===== config.mk =====
export PLATFORM = sky130hd
export DESIGN_NAME = dmem_access_unit
export DESIGN_NICKNAME = d
export VERILOG_FILES = /design/src/rtl/dmem_pkg.sv /design/src/rtl/dmem_lane_align.sv /design/src/rtl/dmem_access_unit.sv
export SDC_FILE = /design/constraint.sdc
export NUM_CORES = 1
export LEC_CHECK = 0
export CAP_MARGIN = 15
export CORE_MARGIN = 1
export CORE_UTILIZATION = 60
export DETAILED_ROUTE_END_ITERATION = 8
export DONT_BUFFER_PORTS = 1
export PLACE_DENSITY = 0.84
export SLEW_MARGIN = 20
export SYNTH_ARGS = -nofsm -noshare
export SYNTH_HDL_FRONTEND = slang
export SYNTH_SLANG_ARGS = --single-unit

===== constraint.sdc =====
create_clock -name clk -period 5.1 [get_ports clk]
set_input_delay 1.02 -clock clk [delete_from_list [all_inputs] [get_ports clk]]
set_output_delay 1.02 -clock clk [all_outputs]
set_load 0.01 [all_outputs]

===== src/rtl/dmem_pkg.sv =====
// Shared codes, state encoding and request checker for the data-memory access unit.
package dmem_pkg;

  localparam logic [2:0] F3_B  = 3'b000;
  localparam logic [2:0] F3_H  = 3'b001;
  localparam logic [2:0] F3_W  = 3'b010;
  localparam logic [2:0] F3_BU = 3'b100;
  localparam logic [2:0] F3_HU = 3'b101;

  localparam logic [1:0] ERR_OK       = 2'b00;
  localparam logic [1:0] ERR_MISALIGN = 2'b01;
  localparam logic [1:0] ERR_RANGE    = 2'b10;
  localparam logic [1:0] ERR_FUNCT3   = 2'b11;

  typedef enum logic [1:0] {
    IDLE  = 2'd0,
    ISSUE = 2'd1,
    WAIT  = 2'd2,
    RESP  = 2'd3
  } state_t;

  // Request checks in priority order: bad width code, then alignment, then range.
  function automatic logic [1:0] check_req(input logic       write,
                                           input logic [2:0] funct3,
                                           input logic [1:0] off,
                                           input logic       in_range);
    logic illegal;
    logic misaligned;
    if (write) illegal = !(funct3 inside {F3_B, F3_H, F3_W});
    else       illegal = !(funct3 inside {F3_B, F3_H, F3_W, F3_BU, F3_HU});
    misaligned = ((funct3 == F3_H || funct3 == F3_HU) && off[0]) ||
                 ((funct3 == F3_W) && (off != 2'b00));
    if (illegal)         return ERR_FUNCT3;
    else if (misaligned) return ERR_MISALIGN;
    else if (!in_range)  return ERR_RANGE;
    else                 return ERR_OK;
  endfunction

endpackage


===== src/rtl/dmem_lane_align.sv =====
// Byte-lane steering: store mask/lane replication and load extract/extend.
module dmem_lane_align
  import dmem_pkg::*;
(
  input  logic [2:0]  funct3,
  input  logic [1:0]  off,
  input  logic [31:0] store_data,
  input  logic [31:0] load_word,
  output logic [3:0]  store_mask,
  output logic [31:0] store_lanes,
  output logic [31:0] load_data
);

  logic [31:0] byte_shifted;
  logic [31:0] half_shifted;
  logic [7:0]  byte_lane;
  logic [15:0] half_lane;

  assign byte_shifted = load_word >> {off, 3'b000};
  assign half_shifted = load_word >> {off[1], 4'b0000};
  assign byte_lane    = byte_shifted[7:0];
  assign half_lane    = half_shifted[15:0];

  // Store side: only B/H/W reach here, so the low two funct3 bits pick the width.
  always_comb begin
    store_mask  = 4'b0000;
    store_lanes = 32'h0;
    case (funct3[1:0])
      2'b00: begin
        store_mask  = 4'b0001 << off;
        store_lanes = {4{store_data[7:0]}};
      end
      2'b01: begin
        store_mask  = off[1] ? 4'b1100 : 4'b0011;
        store_lanes = {2{store_data[15:0]}};
      end
      default: begin
        store_mask  = 4'b1111;
        store_lanes = store_data;
      end
    endcase
  end

  // Load side: pick the lane and sign- or zero-extend it.
  always_comb begin
    load_data = load_word;
    case (funct3)
      F3_B:    load_data = {{24{byte_lane[7]}}, byte_lane};
      F3_BU:   load_data = {24'h0, byte_lane};
      F3_H:    load_data = {{16{half_lane[15]}}, half_lane};
      F3_HU:   load_data = {16'h0, half_lane};
      default: load_data = load_word;
    endcase
  end

endmodule


===== src/rtl/dmem_access_unit.sv =====
// Load/store initiator for a word-addressed, byte-masked, 1-cycle synchronous data memory.
//
// state | meaning
// IDLE  | ready for a request; checks it on acceptance
// ISSUE | single cycle driving the memory read or write enable
// WAIT  | memory read data arriving; extracted into the response
// RESP  | response held until the consumer takes it
module dmem_access_unit
  import dmem_pkg::*;
#(
  parameter int          ADDR_WIDTH = 10,
  parameter logic [31:0] DMEM_BASE  = 32'h0000_0000
) (
  input  logic                  clk,
  input  logic                  reset_n,
  input  logic                  req_valid,
  output logic                  req_ready,
  input  logic                  req_write,
  input  logic [2:0]            req_funct3,
  input  logic [31:0]           req_addr,
  input  logic [31:0]           req_wdata,
  output logic                  resp_valid,
  input  logic                  resp_ready,
  output logic [31:0]           resp_rdata,
  output logic [1:0]            resp_error,
  output logic                  mem_read_enable,
  output logic                  mem_write_enable,
  output logic [ADDR_WIDTH-1:0] mem_address,
  output logic [31:0]           mem_write_data,
  output logic [3:0]            mem_write_mask,
  input  logic [31:0]           mem_read_data
);

  state_t                state_q, state_d;
  logic [31:0]           offs;
  logic                  in_range;
  logic [1:0]            req_err;
  logic                  accept;

  logic                  write_q;
  logic [2:0]            funct3_q;
  logic [1:0]            off_q;
  logic [31:0]           wdata_q;
  logic [ADDR_WIDTH-1:0] addr_q;
  logic [31:0]           rdata_q;
  logic [1:0]            err_q;

  logic [3:0]            lane_mask;
  logic [31:0]           lane_wdata;
  logic [31:0]           lane_rdata;

  // Unsigned subtract: addresses below the base wrap high and fall out of range.
  assign offs     = req_addr - DMEM_BASE;
  assign in_range = ({1'b0, offs} < (33'd4 << ADDR_WIDTH));
  assign req_err  = check_req(req_write, req_funct3, req_addr[1:0], in_range);
  assign accept   = (state_q == IDLE) && req_valid;

  dmem_lane_align u_lane_align (
    .funct3      (funct3_q),
    .off         (off_q),
    .store_data  (wdata_q),
    .load_word   (mem_read_data),
    .store_mask  (lane_mask),
    .store_lanes (lane_wdata),
    .load_data   (lane_rdata)
  );

  // State register; async reset drops any in-flight access without a response.
  always_ff @(posedge clk or negedge reset_n) begin
    if (!reset_n) state_q <= IDLE;
    else          state_q <= state_d;
  end

  // Next state and the state-decoded handshake / memory enables.
  always_comb begin
    state_d          = state_q;
    req_ready        = 1'b0;
    resp_valid       = 1'b0;
    mem_read_enable  = 1'b0;
    mem_write_enable = 1'b0;
    case (state_q)
      IDLE: begin
        req_ready = 1'b1;
        if (req_valid) state_d = (req_err != ERR_OK) ? RESP : ISSUE;
      end
      ISSUE: begin
        mem_read_enable  = !write_q;
        mem_write_enable = write_q;
        state_d          = write_q ? RESP : WAIT;
      end
      WAIT: state_d = RESP;
      RESP: begin
        resp_valid = 1'b1;
        if (resp_ready) state_d = IDLE;
      end
      default: state_d = IDLE;
    endcase
  end

  // Request capture on acceptance and load result capture at the end of WAIT.
  always_ff @(posedge clk or negedge reset_n) begin
    if (!reset_n) begin
      write_q  <= 1'b0;
      funct3_q <= 3'b000;
      off_q    <= 2'b00;
      wdata_q  <= 32'h0;
      addr_q   <= '0;
      rdata_q  <= 32'h0;
      err_q    <= ERR_OK;
    end else if (accept) begin
      write_q  <= req_write;
      funct3_q <= req_funct3;
      off_q    <= req_addr[1:0];
      wdata_q  <= req_wdata;
      rdata_q  <= 32'h0;
      err_q    <= req_err;
      if (req_err == ERR_OK) addr_q <= offs[ADDR_WIDTH+1:2];
    end else if (state_q == WAIT) begin
      rdata_q <= lane_rdata;
    end
  end

  assign mem_address    = addr_q;
  assign mem_write_mask = mem_write_enable ? lane_mask  : 4'b0000;
  assign mem_write_data = mem_write_enable ? lane_wdata : 32'h0;
  assign resp_rdata     = rdata_q;
  assign resp_error     = err_q;

endmodule


After elaboration in Yosys (flattened, before gate mapping)
Index checks and enable logic that the tools add are counted.
W data, S select, Z words.
{ "op_classes": {"div": 0, "bitwise_logic": 0, "shift": 3, "mux": 21, "eq_ne": 13, "addsub": 0, "multipliers": 0, "magnitude_cmp": 1, "n_reduce_logical": 20} }
{ "ops": {"columns": ["op", "count"], "rows": [
  ["$pmux W32 S4", 1],
  ["$mux W32", 3],
  ["$pmux W32 S2", 1],
  ["$lt A32 B13 Y1 const B", 1],
  ["$shr A32 B5 Y16", 1],
  ["$shr A32 B5 Y8", 1],
  ["$eq A3 B3 Y1 const B", 4],
  ["$mux W2", 6],
  ["$mux W4", 2],
  ["$pmux W2 S4", 1],
  ["$pmux W4 S2", 1],
  ["$eq A3 B1 Y1 const B", 2],
  ["$logic_not A2 Y1", 3],
  ["$logic_not A3 Y1", 2],
  ["$mux W1", 6],
  ["$reduce_bool A2 Y1", 3],
  ["$reduce_bool A5 Y1", 1],
  ["$eq A2 B1 Y1 const B", 2],
  ["$eq A2 B2 Y1 const B", 2],
  ["$ne A2 B2 Y1 const B", 2],
  ["$reduce_and A2 Y1", 2],
  ["$shl A1 B2 Y4 const A", 1],
  ["$eq A3 B2 Y1 const B", 1],
  ["$logic_and A1 B1 Y1", 3],
  ["other kinds (3)", 6]
]} }
{ "totals": {"reg_bits": 84, "input_bits": 104, "elab_cells": 66, "mem_bits_ro": 0, "mem_bits_rw": 0, "mem_count": 0, "output_inout_bits": 84, "latchBits": 0} }

Logic depth before layout (Yosys ltp)
Gate-level depths: netlist (run 1).
{ "depth": {"depth_word": 10, "ltp_mapped": 8, "mapped_depth_nobuf": 6} }

Cells and area by module
A second synthesis (run 1) with hierarchy kept.
{ "hier_totals": {"hier_cells": 548, "area_unflattened_um2": 4917.2} }
{ "by_module_without_submodules": {"columns": ["mod", "seq_area_each_um2", "n_inst", "cells_each", "area_each_um2"], "rows": [
  ["dmem_access_unit", 2102.0, 1, 374, 3667.3],
  ["dmem_lane_align", 0.0, 1, 174, 1249.9]
]} }

Least setup slack after synthesis (run 1)
OpenSTA, ideal clock, no wires.
{ "synth_path": {"path_kind": "reg-to-output", "startpoint": "register funct3_q[1]", "endpoint": "output mem_write_data[16]", "path_stages_with_launch": 6, "required_time_ns": 4.080, "path_slack_ns": 2.636, "n_path_buf": 3, "arrival_time_ns": 1.444, "cell_sequence": "dfrtp_1 -> buf_2 -> buf_1 -> buf_1 -> mux2i_1 -> nor2_1"} }
{ "synth_via": {"elab_chain_cells": 3, "word_cells_on_any_way": 4, "classes_between": "1 x eq/ne; 2 x mux; 1 x reduce/logical"} }
{ "synth_rtl": {"columns": ["element", "line", "source"], "rows": [
  ["from (decl)", "dmem_access_unit.sv:41", "logic [2:0] funct3_q;"],
  ["from (signal assigned)", "dmem_access_unit.sv:112", "funct3_q <= req_funct3;"],
  ["$eq A2 B1 Y1 or $logic_not A2 Y1 (tied branches)", "dmem_lane_align.sv:28", "case (funct3[1:0])"],
  ["$pmux W32 S2 *", "dmem_lane_align.sv:28", null],
  ["$mux W32 *", "dmem_access_unit.sv:125", "assign mem_write_data = mem_write_enable ? lane_wdata : 32'h0;"],
  ["to (decl)", "dmem_access_unit.sv:29", "output logic [31:0] mem_write_data,"]
]} }
Every way passes the cells marked *; elsewhere a longest branch is shown, timed or not.

Final worst setup path (run 1)
{ "layout_path": {"startpoint": "register funct3_q[1]", "endpoint": "output mem_write_mask[0]"} }
{ "layout_via": {"elab_chain_cells": 3, "word_cells_on_any_way": 4, "classes_between": "1 x eq/ne; 2 x mux; 1 x reduce/logical"} }
{ "layout_rtl": {"columns": ["element", "line", "source"], "rows": [
  ["$eq A2 B1 Y1 or $logic_not A2 Y1 (tied branches)", "dmem_lane_align.sv:28", null],
  ["$pmux W4 S2 *", "dmem_lane_align.sv:28", null],
  ["$mux W4 *", "dmem_access_unit.sv:124", "assign mem_write_mask = mem_write_enable ? lane_mask : 4'b0000;"],
  ["to (decl)", "dmem_access_unit.sv:30", "output logic [3:0] mem_write_mask,"]
]} }
Marked as above.

==> results of run 1 <==
==> cell usage after synthesis, drive strengths merged <==
cell,n
nor4b,1
nand3b,2
o211ai,1
nor4,7
o22ai,1
a22o,23
o2111ai,1
ha,4
mux2,17
inv,7
or2,1
nand3,1
and3,8
a32oi,1
and2,5
a22oi,8
a211oi,6
a41oi,1
clkbuf,25
nand2,138
dfrtp,84
o22a,1
nor2,36
o21ai,18
a222oi,6
nor3,1
a21oi,31
a221oi,1
a21o,1
buf,11
mux2i,16
o221ai,2
nand2b,18
mux4,2
nor2b,3
==> per-layer routing <==
layer	up-vias	track usage (%)
met4	0	14.90
met5	-	0
met2	233	47.57
met3	32	9.519
met1	1749	38.61
li1	1628	-
==> worst max path at each step <==
stage                                    end         from  slack (ps)  cells past startpoint
after floorplan           mem_write_data[16]  funct3_q[1]        2640                      5
after global placement     mem_write_mask[0]  funct3_q[1]        2170                      3
after detailed placement   mem_write_mask[0]   state_q[1]        2120                      5
after CTS                  mem_write_mask[0]   state_q[1]        1750                      5
after global routing       mem_write_mask[1]   state_q[1]        1540                      4
final                      mem_write_mask[0]  funct3_q[1]        1720                      3
==> sequential cells by signal, summed over array words and instances (netlist names) <==
register / cells
wdata_q: 32
state_q: 2
funct3_q: 3
resp_error: 2
mem_address: 10
resp_rdata: 32
off_q: 2
write_q: 1
==> power groups by stage <==
| stage | Clock [mW] | Sequential, mW | Combinational (mW) |
|---|---|---|---|
| 6_report | 0.477 | 1.34 | 1.09 |
| 4_1_cts | 0.486 | 1.33 | 1.08 |
| 5_1_grt | 0.515 | 1.38 | 1.21 |
| 3_5_place_dp | 0 | 1.34 | 1.07 |
| 3_3_place_gp | 0 | 1.32 | 1.03 |
| 2_1_floorplan | 0 | 1.15 | 1.02 |
==> stage by stage <==
stage	hold slack (ps)	setup WS [ps]	instance area, sq um	cells	total power, mW
global route	327.7	1543	4604	567	3.101
finish	353.4	1717	4604	567	2.901
floorplan	445.4	2636	4412	489	2.164
global placement	459.5	2171	4399	551	2.351
CTS	344.4	1746	4602	567	2.892
detailed placement	463.4	2123	4399	551	2.412
==> kinds of logic after synthesis <==
group / Yosys count / share of synthesized area, %
buffers and inverters: 43 / 3.999
flip-flops: 84 / 47.65
AND/OR/NAND/NOR: 221 / 22.01
adder cells (fa/ha/maj): 4 / 1.134
AO/OA/AOI/OAI: 102 / 16.22
multiplexers: 35 / 8.990
==> layout make-up <==
type / instances / area [sq um] / area share, %
clock inverter: 5 / 61.31 / 1.332
timing repair buffer: 2 / 15.01 / 0.3261
multi-input combinational: 362 / 2137 / 46.41
clock buffer: 11 / 141.4 / 3.071
sequential: 84 / 2103 / 45.68
inverter: 7 / 26.28 / 0.5707
tap: 96 / 120.1 / 2.609
==> worst reg2reg max path: stages (launching register included) <==
cell      delay [ps]
dfrtp_1          750
nor2_1           740
nand2_1          200
a221oi_4         720
a22o_1           240
==> results by group, run 1 <==
Outcome
  – Outcome: complete, no violations

Power and ir drop
  – Worst vdd ir: 0.0002770 V
  – Comb pwr share: 37.4%
  – P_leak: 2.134 nW
  – Pwr per Cell Area: ~630 nW/um^2
  – Sequential power share: roughly 46%
  – Switching power total: roughly 1.3 mW
  – Clock power frac: between 15 and 20%
  – Internal Power: approximately 1.6 mW
  – Sw Share: a little over two fifths

Routing
  – Routed length per instance: just over 20 um
  – Antenna Violating Nets Remaining: 0
  – Met3 wire len: approximately 1200 um
  – Pre-antenna DRT Iters: 5
  – Number of remaining DRC errors: 0
  – Wire length on met1: 4587 um
  – Via count: between 3000 and 4000
  – Total wire length after detailed routing: about 12000 um
  – Met2 routed WL: about 5600 um
  – DR top layer: met4
  – DRT iter0 DRCs: 402
  – Via density: roughly 6.4

Final layout
  – Ant diodes: 0
  – Finished Core Util: between 60 and 70%
  – Most frequent cells in the layout: 138 x nand2_1, 83 x dfrtp_1, 35 x nor2_1
  – Share of cells above drive strength 1: under 10%
  – Fillers: about 570
  – Commonest non-fill, non-tap cell in the layout: nand2_1
  – Fin nets: about 570
  – Layout area overhead: 4.368%

Worst setup path
  – Setup crit end kind: output pin
  – Worst path cell trace: inv_1 -> o21ai_1 -> and2_1
  – Worst-case reg-to-reg path depth: 4
  – Reg-to-reg critical path startpoint: funct3_q[0]
  – Worst reg2reg endpoint: resp_rdata[19]
  – Bufs and invs on worst path: 1
  – Worst EP required: roughly 4100 ps
  – Critical path launch point type: flip-flop
  – R2R setup slack: about 2400 ps
  – Worst path slowest cell: dfrtp_2
  – CP top delay family: flip-flops
  – Max incr delay on CP: between 1000 and 1500 ps
  – Crit path kind: reg2out
  – WP data arrival: between 2000 and 2500 ps
  – CP Max Fanout: 55

Timing
  – Slew headroom: 33.18%
  – Skew final: between 8 and 9 ps
  – RSZ-0062 raised after global routing: no
  – Max Clock Freq: around 300 MHz
  – Fin crit period: ~3400 ps
  – Final setup vio count: 0
  – Pins over their slew limit: 0
  – Setup TNS: 0 ps
  – Fin crit share: 66.33%
  – Final Hold Fails: 0
  – Actual slew at the worst max-slew pin: roughly 1000 ps

Die
  – Ports: 188
  – Die Area: 7700 sq um
  – Initial core utilization: 63.53%
  – Core area: ~6900 sq um
  – Die width: slightly below 90 um
  – FP Rows: 30
  – Die Ht: roughly 90 um

Logic synthesis
  – Syn nets: 597
  – Cells after Synth: 489
  – Yosys cell types: 41
  – Syn Area/Cell: 9.022 sq um
  – Post-synthesis sequential area ratio: a little under half
  – Post-Syn Area: ~4400 sq um
  – Yosys reg bits: 84
  – YS warnings: 0
  – Synth area leaders: dfrtp_1 48%, nand2_1 12%, a22o_1 4.6%, mux2_2 4.3%, mux2i_1 3.6%
  – Synth area leader: dfrtp_1
  – Synth top area share: 47.65%

Flow run
  – Max-Cap Viols: 0

GRT
  – Global route overflow: 0
  – First-pass GRT wire length: 17570 um
  – Number of global-route vias before repair: ~3500
  – Total GRT Usage: 30.49%
  – Largest net degree at the start of global routing: 85
  – Initial antenna violation count: 0

Clock network
  – Cts-stage hold buffer count: 0
  – CTS clk-pin slew, worst paths: about 90 ps
  – Longest Clk Path Bufs: 2
  – Root buffer cell: clkbuf_8
  – Post_cts resized: 0
  – CTS buffer count: 9
  – Post-CTS setup buffers: 0
  – Worst-Skew Late Latency: around 350 ps
  – CTS Sinks: 84
  – H-tree levels: 3
  – CTS tree: done

Worst hold path
  – HP Class: in2async

Place
  – IO Port Bufs: 0
  – GPL Wtd Cong: 0.9091
  – Hpwl dp: 8314 um
No activity file was read; power rests on OpenSTA's default activity.
==> run 2: changes to the inputs <==
==> constraint.sdc (replaced) <==
create_clock -name clk -period 3.2 [get_ports clk]
set_input_delay 0.64 -clock clk [delete_from_list [all_inputs] [get_ports clk]]
set_output_delay 0.64 -clock clk [all_outputs]
set_load 0.01 [all_outputs]
==> results by group, run 2 (synthesis gave the netlist of run 1 again) <==
Power and ir drop
  – Worst vdd ir: approximately 0.00047 V
  – Pwr per Cell Area: between 1000 and 1500 nW/um^2
  – P_leak: between 2 and 2.5 nW

Flow run
  – Max-Cap Viols: 0

Timing
  – Pins over their slew limit: 0
  – Max Clock Freq: 370.0 MHz
  – Fin crit period: 2703 ps
  – Skew final: about 11 ps
  – Final Hold Fails: 0
  – RSZ-0062 raised after global routing: no
  – Actual slew at the worst max-slew pin: a little over 700 ps
  – Setup TNS: 0 ps
  – Slew headroom: a little over half
  – Fin crit share: roughly 84%
  – Final setup vio count: 0

Routing
  – Routed length per instance: slightly above 20 um
  – Via count: ~3700
  – Via density: approximately 6.4
  – Total wire length after detailed routing: 11610 um
  – DRT iter0 DRCs: 441
  – Pre-antenna DRT Iters: 6
  – Antenna Violating Nets Remaining: 0
  – Number of remaining DRC errors: 0

GRT
  – Largest net degree at the start of global routing: 85
  – Initial antenna violation count: 0
  – First-pass GRT wire length: 17800 um
  – Global route overflow: 0
  – Total GRT Usage: a little under a third
  – Number of global-route vias before repair: approximately 3400

Final layout
  – Final Cell Area: 4697 sq um
  – Ant diodes: 0
  – Finished Core Util: around 68%
  – Fin nets: 580
  – Most frequent cells in the layout: 138 x nand2_1, 83 x dfrtp_1, 36 x nor2_1
  – Share of cells above drive strength 1: about a tenth
  – Fillers: 548
  – Commonest non-fill, non-tap cell in the layout: nand2_1
  – Layout area overhead: 6.466%

Die
  – Ports: 188
  – FP Rows: 30
  – Die width: slightly below 90 um
  – Initial core utilization: around 64%
  – Die Area: between 7000 and 8000 sq um
  – Die Ht: roughly 88 um
  – Core area: 6944 sq um

Worst hold path
  – HP Class: in2async

Clock network
  – CTS clk-pin slew, worst paths: ~80 ps
  – CTS Sinks: 84
  – Longest Clk Path Bufs: 2
  – CTS buffer count: 9
  – Root buffer cell: clkbuf_8
  – H-tree levels: 3
  – CTS tree: done
  – Worst-Skew Late Latency: 350 ps
  – Post-CTS setup buffers: 0

Worst setup path
  – Worst EP required: ~2600 ps
  – WP data arrival: around 2100 ps
  – Max incr delay on CP: 420 ps
  – Worst path cell trace: inv_1 -> ha_1 -> nand2_1 -> buf_4 -> a21oi_1
  – CP Max Fanout: 24
  – CP top delay family: flip-flops
  – Critical path launch point type: flip-flop
  – Crit path kind: reg2out
  – Setup crit end kind: output pin
  – Bufs and invs on worst path: 2
  – Worst path slowest cell: dfrtp_1

Place
  – Hpwl dp: approximately 8300 um
  – GPL Wtd Cong: between 0.8 and 0.9
  – Placement-stage cell area: approximately 4400 sq um
  – IO Port Bufs: 0

Outcome
  – Outcome: complete, no violations
-- run 2: changes by cell type in the layout (fill, tap and decap cells not counted), sizes merged --
cell,previous run,this run
buf,2,8
bufinv,1,3
clkbuf,11,12
clkinv,1,0
clkinvlp,3,1
-- run 2: layer usage --
layer  part of all wire [%]  vias to the layer above  track usage, %
met5                      0                        -               0
met4                    3.2                        0           11.77
met3                    9.8                       38           8.577
met2                     48                      220           48.41
met1                     39                     1786           40.11
li1                       -                     1643               -
-- run 2: layout make-up --
class | instances | area [sq um] | area share (%)
Clock buffer | 12 | 135.1 | 2.877
Sequential cell | 84 | 2103 | 44.78
Timing Repair Buffer | 8 | 80.08 | 1.705
Tap cell | 96 | 120.1 | 2.557
Clock inverter | 4 | 97.59 | 2.078
Multi-Input combinational cell | 362 | 2135 | 45.44
Inverter | 7 | 26.28 | 0.5594
-- run 2: report_power, final --
part	switching (mW)	internal, mW
combinational	1.11	0.753
sequential	0.553	1.49
clock	0.357	0.520
-- run 2: through the flow --
step           cells  setup WS, ps  power [mW]  hold WS [ps]
6_report         573         497.4       4.790         198.4
5_1_grt          573         400.5       5.140         222.1
4_1_cts          573         513.5       4.786         200.0
3_5_place_dp     556         752.4       3.876         346.1
3_3_place_gp     556         875.3       3.784         346.1
2_1_floorplan    489          1076       3.449         344.4
-- run 2: path summary, 6_finish.rpt --
kind / slack (ps) / startpoint / depth (start not counted) / to
max in group asynchronous: 2690 / reset_n / 1 / funct3_q[1]
worst max-delay path: 500 / state_q[1] / 5 / mem_write_data[9]
worst max register to register: 680 / state_q[0] / 7 / resp_rdata[21]
min in group clk: 390 / req_wdata[27] / 2 / wdata_q[27]
worst min register to register: 480 / wdata_q[29] / 2 / wdata_q[29]
worst min-delay path: 200 / reset_n / 1 / wdata_q[31]
-- run 2: what timing repair did --
item | CTS | global route
resized for setup | 0 | 0
hold endpoints to repair | 84 | 0
hold buffers | 1 | 0
-- run 2: worst reg2reg max path: stages, from the launching register on --
cell	delay, ps
dfrtp_1	390
inv_1	100
ha_1	320
nand2_1	170
buf_4	430
nand2_1	200
a221oi_4	590
a22o_1	250
